## config.mk

```make
export PLATFORM = sky130hd
export DESIGN_NAME = wm_core
export DESIGN_NICKNAME = d
export VERILOG_FILES = /design/src/rtl/wm_pkg.sv /design/src/rtl/wm_timer.sv /design/src/rtl/wm_core.sv
export SDC_FILE = /design/constraint.sdc
export NUM_CORES = 1
export LEC_CHECK = 0
export BUFFER_PORTS_ARGS = -buffer_cell sky130_fd_sc_hd__buf_4
export CAP_MARGIN = 20
export CORE_MARGIN = 3
export CORE_UTILIZATION = 35
export CTS_CLUSTER_SIZE = 24
export DETAILED_ROUTE_END_ITERATION = 10
export MAX_ROUTING_LAYER = met4
export PLACE_DENSITY = 0.63
export SLEW_MARGIN = 20
export SYNTH_ARGS = -nofsm -noshare
export SYNTH_HDL_FRONTEND = slang
export SYNTH_HIERARCHICAL = 1
export SYNTH_SLANG_ARGS = --single-unit
```

## constraint.sdc

```tcl
create_clock -name clk -period 3.92 [get_ports clk]
set_clock_uncertainty 0.2 [all_clocks]
set_input_delay 0.196 -clock clk [delete_from_list [all_inputs] [get_ports clk]]
set_output_delay 0.196 -clock clk [all_outputs]
set_load 0.01 [all_outputs]
```

## src/rtl/wm_pkg.sv

```systemverilog
// Shared opcodes, instruction field positions and FSM states for the washing-machine core.
// Latency: n/a (definitions only).  Backpressure: n/a.
package wm_pkg;

    localparam int REG_WIDTH = 16;

    // instruction layout: [31:16] imm16, [15:8] register index, [7:0] opcode
    localparam int OP_LSB  = 0;
    localparam int OP_MSB  = 7;
    localparam int IDX_LSB = 8;
    localparam int IDX_MSB = 15;
    localparam int IMM_LSB = 16;
    localparam int IMM_MSB = 31;

    localparam logic [7:0] OP_HALT    = 8'h00;
    localparam logic [7:0] OP_WAIT    = 8'h11;
    localparam logic [7:0] OP_FILL    = 8'h12;
    localparam logic [7:0] OP_RELEASE = 8'h13;
    localparam logic [7:0] OP_FWD     = 8'h14;
    localparam logic [7:0] OP_REV     = 8'h15;
    localparam logic [7:0] OP_SET     = 8'h21;
    localparam logic [7:0] OP_DEC     = 8'h22;
    localparam logic [7:0] OP_J       = 8'h30;
    localparam logic [7:0] OP_JZ      = 8'h31;
    localparam logic [7:0] OP_JNZ     = 8'h32;

    // bit positions in the one-hot actuator vector
    localparam int ACT_FILL  = 0;
    localparam int ACT_DRAIN = 1;
    localparam int ACT_FWD   = 2;
    localparam int ACT_REV   = 3;

    typedef enum logic [1:0] {
        ST_IDLE  = 2'd0,
        ST_EXEC  = 2'd1,
        ST_TIMED = 2'd2
    } state_t;

    function automatic logic is_timed(input logic [7:0] op);
        return (op == OP_WAIT) || (op == OP_FILL) || (op == OP_RELEASE) ||
               (op == OP_FWD)  || (op == OP_REV);
    endfunction

    function automatic logic [3:0] act_of(input logic [7:0] op);
        logic [3:0] a;
        a = 4'b0000;
        case (op)
            OP_FILL:    a[ACT_FILL]  = 1'b1;
            OP_RELEASE: a[ACT_DRAIN] = 1'b1;
            OP_FWD:     a[ACT_FWD]   = 1'b1;
            OP_REV:     a[ACT_REV]   = 1'b1;
            default:    a = 4'b0000;
        endcase
        return a;
    endfunction

endpackage

```

## src/rtl/wm_timer.sv

```systemverilog
// Tick-paced 16-bit countdown for timed operations.
// Latency: load takes effect next edge; done is combinational on the final tick.  Backpressure: none.
module wm_timer
    import wm_pkg::*;
(
    input  logic                 clk,
    input  logic                 rst,
    input  logic                 load,
    input  logic [REG_WIDTH-1:0] load_val,
    input  logic                 tick,
    output logic                 done
);

    logic [REG_WIDTH-1:0] cnt;

    always_ff @(posedge clk) begin
        if (rst) begin
            cnt <= '0;
        end else if (load) begin
            cnt <= load_val;
        end else if (tick && (cnt != '0)) begin
            cnt <= cnt - 1'b1;
        end
    end

    assign done = tick && (cnt == REG_WIDTH'(1));

endmodule

```

## src/rtl/wm_core.sv

```systemverilog
// Register-machine execution core: fetches from the ROM at pc, runs loops and tick-timed actuator ops.
// Latency: one cycle per instruction in EXEC, timed ops hold until their last tick.  Backpressure: none.
module wm_core
    import wm_pkg::*;
#(
    parameter int ADDR_WIDTH  = 8,
    parameter int INSTR_WIDTH = 32,
    parameter int NUM_REGS    = 4,
    parameter int START_ADDR  = 2
) (
    input  logic                   clk,
    input  logic                   rst,
    input  logic                   start,
    input  logic                   abort,
    input  logic                   tick,
    input  logic [INSTR_WIDTH-1:0] instr,
    output logic [ADDR_WIDTH-1:0]  pc,
    output logic                   fill_valve,
    output logic                   drain_valve,
    output logic                   motor_fwd,
    output logic                   motor_rev,
    output logic                   busy,
    output logic                   fault
);

    localparam int         RIDX_W  = (NUM_REGS > 1) ? $clog2(NUM_REGS) : 1;
    localparam logic [7:0] IDX_LIM = 8'(NUM_REGS);

    state_t                  state_q, state_d;
    logic [ADDR_WIDTH-1:0]   pc_q, pc_d, pc_inc;
    logic [3:0]              act_q, act_d;
    logic                    fault_q, fault_d;
    logic [REG_WIDTH-1:0]    regs [NUM_REGS];

    logic [7:0]              op;
    logic [7:0]              idx;
    logic [REG_WIDTH-1:0]    imm;
    logic [RIDX_W-1:0]       ridx;
    logic                    idx_ok;
    logic [REG_WIDTH-1:0]    rval;

    logic                    reg_we;
    logic [REG_WIDTH-1:0]    reg_wval;
    logic                    tmr_load;
    logic                    tmr_done;

    assign op     = instr[OP_MSB:OP_LSB];
    assign idx    = instr[IDX_MSB:IDX_LSB];
    assign imm    = instr[IMM_MSB:IMM_LSB];
    assign ridx   = idx[RIDX_W-1:0];
    assign idx_ok = (idx < IDX_LIM);
    assign rval   = regs[ridx];
    assign pc_inc = pc_q + 1'b1;

    wm_timer u_timer (
        .clk      (clk),
        .rst      (rst),
        .load     (tmr_load),
        .load_val (imm),
        .tick     (tick),
        .done     (tmr_done)
    );

    always_comb begin
        state_d  = state_q;
        pc_d     = pc_q;
        act_d    = act_q;
        fault_d  = fault_q;
        reg_we   = 1'b0;
        reg_wval = rval;
        tmr_load = 1'b0;

        if (abort) begin
            state_d = ST_IDLE;
            act_d   = '0;
        end else begin
            case (state_q)
                ST_IDLE: begin
                    if (start) begin
                        pc_d    = ADDR_WIDTH'(START_ADDR);
                        fault_d = 1'b0;
                        state_d = ST_EXEC;
                    end
                end

                ST_EXEC: begin
                    act_d = '0;
                    if (op == OP_HALT) begin
                        state_d = ST_IDLE;
                    end else if (is_timed(op)) begin
                        if (imm != '0) begin
                            tmr_load = 1'b1;
                            act_d    = act_of(op);
                            state_d  = ST_TIMED;
                        end else begin
                            pc_d = pc_inc;
                        end
                    end else if (op == OP_J) begin
                        pc_d = imm[ADDR_WIDTH-1:0];
                    end else if ((op == OP_SET || op == OP_DEC || op == OP_JZ || op == OP_JNZ) && idx_ok) begin
                        pc_d = pc_inc;
                        case (op)
                            OP_SET: begin
                                reg_we   = 1'b1;
                                reg_wval = imm;
                            end
                            OP_DEC: begin
                                reg_we   = 1'b1;
                                reg_wval = (rval == '0) ? '0 : rval - 1'b1;
                            end
                            OP_JZ:   if (rval == '0) pc_d = imm[ADDR_WIDTH-1:0];
                            default: if (rval != '0) pc_d = imm[ADDR_WIDTH-1:0];
                        endcase
                    end else begin
                        // unknown opcode or register index out of range
                        fault_d = 1'b1;
                        state_d = ST_IDLE;
                    end
                end

                ST_TIMED: begin
                    if (tmr_done) begin
                        act_d   = '0;
                        pc_d    = pc_inc;
                        state_d = ST_EXEC;
                    end
                end

                default: begin
                    act_d   = '0;
                    state_d = ST_IDLE;
                end
            endcase
        end
    end

    always_ff @(posedge clk) begin
        if (rst) begin
            state_q <= ST_IDLE;
            pc_q    <= '0;
            act_q   <= '0;
            fault_q <= 1'b0;
            for (int i = 0; i < NUM_REGS; i++) begin
                regs[i] <= '0;
            end
        end else begin
            state_q <= state_d;
            pc_q    <= pc_d;
            act_q   <= act_d;
            fault_q <= fault_d;
            if (reg_we) begin
                regs[ridx] <= reg_wval;
            end
        end
    end

    assign pc          = pc_q;
    assign fill_valve  = act_q[ACT_FILL];
    assign drain_valve = act_q[ACT_DRAIN];
    assign motor_fwd   = act_q[ACT_FWD];
    assign motor_rev   = act_q[ACT_REV];
    assign busy        = (state_q != ST_IDLE);
    assign fault       = fault_q;

endmodule

```

==> results.yml, run 1 <==
place:
  dpl.cell_count: 818
  place.port_buffers: 50
  detailedPlacementHpwl_mm: 11.2
  place_congestion: 0.894
synthesis:
  ys_seq_elements: 95
  yosys.area.top_type: "sky130_fd_sc_hd__edfxtp_1"
  synth-warning-count: 6
  synth.distinct_cells: 76
  synthesized_area_fraction_occupied_by_xor_and_xnor_cells_pct: 2.90
  dominantRegCellSynth: "sky130_fd_sc_hd__edfxtp_1"
  synth_top_family_by_area: "simple AND/OR/NAND/NOR gates"
  synth_most_common_cell: "sky130_fd_sc_hd__nor2_1"
  synth_compound_gate_area_share_pct: 13.8
  synth-seq-area-share_pct: 44.3
  adder_cell_share_of_the_synthesized_area_pct: 1.96
  net_count_after_synthesis: 610
  synth-edff-count: 64
  synthTopCellsByCount: "sky130_fd_sc_hd__nor2_1, sky130_fd_sc_hd__edfxtp_1, sky130_fd_sc_hd__nand2_1"
  ys_async_sr_fraction_pct: 0
  yosysTopAreaCellShare_pct: 33.5
  synthesis.area_sq_um: 5740
  synthTopCellsByArea: "sky130_fd_sc_hd__edfxtp_1, sky130_fd_sc_hd__dfxtp_1, sky130_fd_sc_hd__nor2_1"
  yosys-mux-area-fraction_pct: 8.70
  synth-simple-area-share_pct: 24.3
  syn-mean-instance-area_sq_um: 10.2
  netlist_instances: 564
detailed_routing:
  detailroute.via_count: 4824
  route.antenna.remaining_nets: 0
  drt-vias-per-instance: 5.66
  detail_route.iter0.violations: 453
  post_drt_wl_per_cell_um: 18.6
  final_wirelength_mm: 15.8
  detail_route.first_pass.iterations: 5
  drcViolationCount: 0
die:
  io_pins: 51
  initial_utilization_pct: 36.0
  core.rowCount: 46
  floorplan.die.width_um: 134
  die-area_sq_um: 18000
  floorplan.die.height_um: 134
  core_area_sq_um: 15900
global_route:
  grt_start_max_net_pins: 35
  grt.met1_usage_pct: 22.3
  grt_pass1_wl_mm: 24.8
  highest_utilization_routing_layer_at_the_global_route_stage: "met2"
  track_usage_pct: 18.1
  met3_usage_pct: 3.23
  grt_overflow_total: 0
  groute.layer.met2.usage_pct: 30.8
  grt_pass1_vias: 4771
  grt_antenna_before_repair: 0
timing:
  worst-slew-pin-transition_ns: 0.847
  post-route-period-util_pct: 91.1
  final.min_clock_period_ns: 3.57
  timing.final.setup_violations: 0
  hold_viol_final: 0
  grt_setup_unrepaired: "no"
  timing.fmax_mhz: 280
  slew_violations: 0
  timing.slew.headroom_pct: 43.0
  setup_total_negative_slack_ns: 0
setup_path:
  end_kind: "register"
  required_ns: 4.00
  worst-path-max-fanout: 8
  worst-setup-path-type: "reg2reg"
  worst_setup_path_start_kind: "register"
  worst_ep_arrival_time_ns: 3.65
clock_tree:
  cts.root.buffer_cell: "sky130_fd_sc_hd__clkbuf_16"
  cts-hold-fix-buffers: 18
  post_cts.repair.setup_buffers: 0
  tritoncts_clock_tree: "built"
  cts_made_buffers: 9
  htree_num_levels: 3
  cts-resized-gates: 0
  cts_buffer_depth: 2
  clk_transition_reported_paths_ns: 0.08
  cts.sinks: 95
  insertion_delay_ns: 0.36
cells_and_area:
  fin_nets: 677
  layout-drive-gt1-share_pct: 20.0
  final_cells: 852
  num_antenna_cells: 0
  flow.area_growth_from_synthesis_pct: 18.7
  count_of_fill_cells_added_during_filler_insertion: 1536
run:
  timing.max_cap.violations: 0
hold_path:
  worstHoldPathType: "in2reg"
status:
  outcome: "completed"
pwr:
  vdd_ir_drop_max_v: 0.000248
  pwr_density_cell_nw_per_um2: 435
  power_leakage_nw: 2.40
## stage by stage
stage	cell area, sq um	hold slack (ns)	total power, mW	utilization, %	worst slack, ns
6_report	6810	0.0107	2.96	42.7	0.350
3_5_place_dp	6350	0.260	2.10	39.9	0.360
5_1_grt	6810	0.00500	3.12	42.7	0.0289
2_1_floorplan	5740	0.134	1.82	-	0.738
4_1_cts	6810	0.00292	2.97	42.7	0.398
3_3_place_gp	6350	0.244	2.07	39.9	0.446
## area by class of cell
class,instances,area [sq um],area share [%]
clock inverters,7,53.8,0.790
clock buffers,9,225,3.31
well taps,216,270,3.97
flip-flops and latches,95,2540,37.3
repair buffers,83,668,9.81
inverters,24,90.1,1.32
multi-input cells,418,2960,43.5
## critical path: stages (launching register included)
cell,delay (ns)
sky130_fd_sc_hd__dfxtp_1,0.36
sky130_fd_sc_hd__or4_4,0.58
sky130_fd_sc_hd__nor4b_1,0.47
sky130_fd_sc_hd__and4b_1,0.27
sky130_fd_sc_hd__nand2b_1,0.13
sky130_fd_sc_hd__nand2_1,0.09
sky130_fd_sc_hd__a2111oi_2,0.64
sky130_fd_sc_hd__nand2_1,0.17
sky130_fd_sc_hd__or3_1,0.44
sky130_fd_sc_hd__o22ai_1,0.15
## power breakdown
part           total (mW)  leakage [nW]  switching (mW)  internal [mW]
combinational       0.881          1.35           0.479          0.402
sequential           1.23         0.912          0.0802           1.15
clock               0.852         0.136           0.415          0.437
## state kept, by name, indices dropped and copies added, names as in the netlist
name and cells:
regs 64, u_timer/cnt 16, pc 8, act_q 4
state_q 2, fault 1
## routing by layer
layer	share of wire, %	vias to the layer above
li1	-	2264
met1	43	2412
met2	51	134
met3	4.8	14
met4	0.95	0
met5	0	-
## layout by cell type, fill, tap and decap left out, types with 5 or more instances in the layout
| master | count |
|---|---|
| sky130_fd_sc_hd__xnor2_1 | 12 |
| sky130_fd_sc_hd__o22ai_1 | 5 |
| sky130_fd_sc_hd__a22oi_1 | 14 |
| sky130_fd_sc_hd__a21oi_1 | 17 |
| sky130_fd_sc_hd__nand4_1 | 5 |
| sky130_fd_sc_hd__nor2b_1 | 8 |
| sky130_fd_sc_hd__o21ai_0 | 16 |
| sky130_fd_sc_hd__mux2i_1 | 9 |
| sky130_fd_sc_hd__a211oi_1 | 6 |
| sky130_fd_sc_hd__dfxtp_1 | 31 |
| sky130_fd_sc_hd__buf_4 | 65 |
| sky130_fd_sc_hd__dlygate4sd3_1 | 18 |
| sky130_fd_sc_hd__edfxtp_1 | 64 |
| sky130_fd_sc_hd__xor2_1 | 7 |
| sky130_fd_sc_hd__mux4_2 | 15 |
| sky130_fd_sc_hd__or3_1 | 9 |
| sky130_fd_sc_hd__ha_1 | 9 |
| sky130_fd_sc_hd__and4_1 | 8 |
| sky130_fd_sc_hd__nand3_1 | 10 |
| sky130_fd_sc_hd__nand2_1 | 35 |
| sky130_fd_sc_hd__or3_2 | 5 |
| sky130_fd_sc_hd__nand2b_1 | 8 |
| sky130_fd_sc_hd__clkbuf_16 | 9 |
| sky130_fd_sc_hd__nor3_1 | 5 |
| sky130_fd_sc_hd__nor4_1 | 14 |
| sky130_fd_sc_hd__a311oi_1 | 11 |
| sky130_fd_sc_hd__nor2_1 | 104 |
| sky130_fd_sc_hd__inv_1 | 23 |
## path summary, 6_finish.rpt
check	startpoint	end	slack, ns	cells past startpoint
worst max-delay path	u_timer/cnt[3]	pc[5]	0.35	9
worst min-delay path	abort	fault	0.01	3
worst max register to register	u_timer/cnt[3]	pc[5]	0.35	9
worst min register to register	act_q[0]	act_q[0]	0.27	2
## cells by family (layout without fill, tap and decap cells)
group           after synthesis  after routing
mux                          29             29
buf+inv                      51            123
flops                        95             95
compound gates              108            108
fa+ha+maj                     9              9
xor+xnor                     19             19
simple gates                253            253
(Power assumes the default switching activity.)
==> run 2, diff against run 1 <==
PLACE_DENSITY = 0.64   (was 0.63)
clock period = 3.2 ns   (was 3.92 ns; I/O delays follow)
==> run 2 against run 1 <==
  * Die area stayed put
  * Core utilization is 1.9 points higher
  * Total power is 29% higher
  * Critical path depth stayed put
  * Sequential power is 21% higher
  * Clock-buffer cell count stayed put
  * Setup slack worse by 0.27 ns
  * Via count is 2.5% higher
  * First-iteration DRC count is 3.8% lower
  * Routed wire length is 1.6% higher
  * Non-clock buffer count is 24 higher
  * Critical path type is now in2reg
  * Largest cell class unchanged
==> results.yml, run 2 (synthesized netlist as in run 1, its figures left out) <==
status:
  outcome: "completed"
place:
  place_congestion: 0.921
  detailedPlacementHpwl_mm: 11.4
  place.port_buffers: 50
  preCtsSetupSlack_ns: -0.0829
  dpl.cell_count: 839
detailed_routing:
  detail_route.iter0.violations: 436
  drcViolationCount: 0
  route.antenna.remaining_nets: 0
  post_drt_wl_per_cell_um: 18.4
  detail_route.wirelength.met1_mm: 6.88
  topRoutingLayerUsed: "met4"
  detailroute.via_count: 4944
  met3_length_um: 794
  drt-vias-per-instance: 5.64
  route.met2.wl_mm: 8.23
  detail_route.first_pass.iterations: 6
  final_wirelength_mm: 16.1
timing:
  fin_ws_ns: 0.0774
  post-route-period-util_pct: 97.6
  hold_viol_final: 0
  timing.slew.headroom_pct: 52.4
  worst-slew-pin-transition_ns: 0.708
  setup_total_negative_slack_ns: 0
  timing.fmax_mhz: 320
  timing.final.setup_violations: 0
  final.min_clock_period_ns: 3.12
  slew_violations: 0
die:
  initial_utilization_pct: 36.0
  core.rowCount: 46
  core_area_sq_um: 15900
  floorplan.die.height_um: 134
  io_pins: 51
  die-area_sq_um: 18000
  floorplan.die.width_um: 134
setup_path:
  worst_ep_arrival_time_ns: 2.98
  worst-setup-path-type: "in2reg"
  end_kind: "register"
  worst-r2r-setup-slack_ns: 0.12
  timing.rr.start: "u_timer/cnt[4]"
  worst-path-max-fanout: 16
  worst_setup_path_start_kind: "input pin"
  cell_depth_of_the_worst_flop_to_flop_path: 10
  required_ns: 3.06
  r2r_end: "pc[5]"
clock_tree:
  cts_buffer_depth: 2
  cts_made_buffers: 9
  cts.sinks: 95
  tritoncts_clock_tree: "built"
  clk_transition_reported_paths_ns: 0.07
  htree_num_levels: 3
  insertion_delay_ns: 0.35
  cts.root.buffer_cell: "sky130_fd_sc_hd__clkbuf_16"
global_route:
  grt_pass1_wl_mm: 25.7
  track_usage_pct: 18.6
  grt_pass1_vias: 4942
  grt_start_max_net_pins: 35
  grt_overflow_total: 0
  grt_antenna_before_repair: 0
hold_path:
  worstHoldPathType: "in2reg"
  hold-path-endpoint: "u_timer/cnt[1]"
  min_from: "tick"
  hold-path-cell-count: 3
cells_and_area:
  mostFrequentLayoutCell: "sky130_fd_sc_hd__nor2_1"
  max_ffs_per_register: 64
  post-route-util_pct: 44.6
  most_frequent_cells_in_the_layout: "sky130_fd_sc_hd__nor2_1, sky130_fd_sc_hd__buf_4, sky130_fd_sc_hd__edfxtp_1, sky130_fd_sc_hd__nand2_1, sky130_fd_sc_hd__dfxtp_1"
  fin_nets: 701
  final_cells: 876
  flow.area_growth_from_synthesis_pct: 24.1
  layout-drive-gt1-share_pct: 24.5
  largest_register_by_flop_count: "regs"
  num_antenna_cells: 0
pwr:
  pwr_density_cell_nw_per_um2: 539
  power_leakage_nw: 2.56
  vdd_ir_drop_max_v: 0.000313
  report.power.total_mw: 3.84
run:
  timing.max_cap.violations: 0
==> run 2: per-layer routing <==
metal | GRT usage, % | vias up
li1 | - | 2307
met1 | 23.4 | 2451
met2 | 31.5 | 170
met3 | 3.34 | 16
met4 | 4.02 | 0
met5 | - | -
==> run 2: layout make-up <==
class                      count  area (sq um)
multi-input combinational    418          3010
inverter                      24          90.1
tap                          216           270
sequential                    95          2540
clock inverter                 7          77.6
timing repair buffer         107           901
clock buffer                   9           225
fill                        1526          8820
==> run 2: how the worst max path moves through the flow <==
stage / endpoint / startpoint / slack (ns)
6_report: regs[2][13] / instr[2] / 0.08
5_1_grt: pc[5] / u_timer/cnt[4] / -0.002
4_1_cts: regs[2][10] / instr[2] / 0.05
3_5_place_dp: pc[5] / u_timer/cnt[15] / -0.08
3_3_place_gp: pc[7] / u_timer/cnt[4] / -0.005
2_1_floorplan: pc[5] / u_timer/cnt[3] / 0.02
==> run 2: where the power goes <==
group          internal (mW)  total [mW]  switching (mW)
logic                  0.578        1.23           0.652
registers               1.41        1.49          0.0798
clock network          0.616        1.12           0.502
total                   2.61        3.84            1.23
==> run 2: critical path: stages <==
cell and delay [ns]:
sky130_fd_sc_hd__dlygate4sd3_1 0.54, sky130_fd_sc_hd__buf_4 0.16, sky130_fd_sc_hd__or4_4 0.50, sky130_fd_sc_hd__or3_4 0.37, sky130_fd_sc_hd__nand4bb_4 0.29, sky130_fd_sc_hd__or2_4 0.29
sky130_fd_sc_hd__or3b_1 0.37, sky130_fd_sc_hd__nand2b_1 0.13, sky130_fd_sc_hd__buf_12 0.18
==> run 2: timing repair <==
action,4_1_cts,5_1_grt
pin swaps,1,5
hold endpoints to repair,21,0
setup buffers,0,2
resized for setup,1,11
hold buffers,19,0
endpoints found under the setup margin,6,34
==> run 2: metrics by stage <==
| step | hold slack, ns | cell area (sq um) |
|---|---|---|
| after floorplan | 0.0978 | 5740 |
| after global placement | 0.242 | 6560 |
| after detailed placement | 0.252 | 6560 |
| after CTS | 0.0135 | 7070 |
| after global routing | 0.0288 | 7120 |
| final | 0.0242 | 7120 |
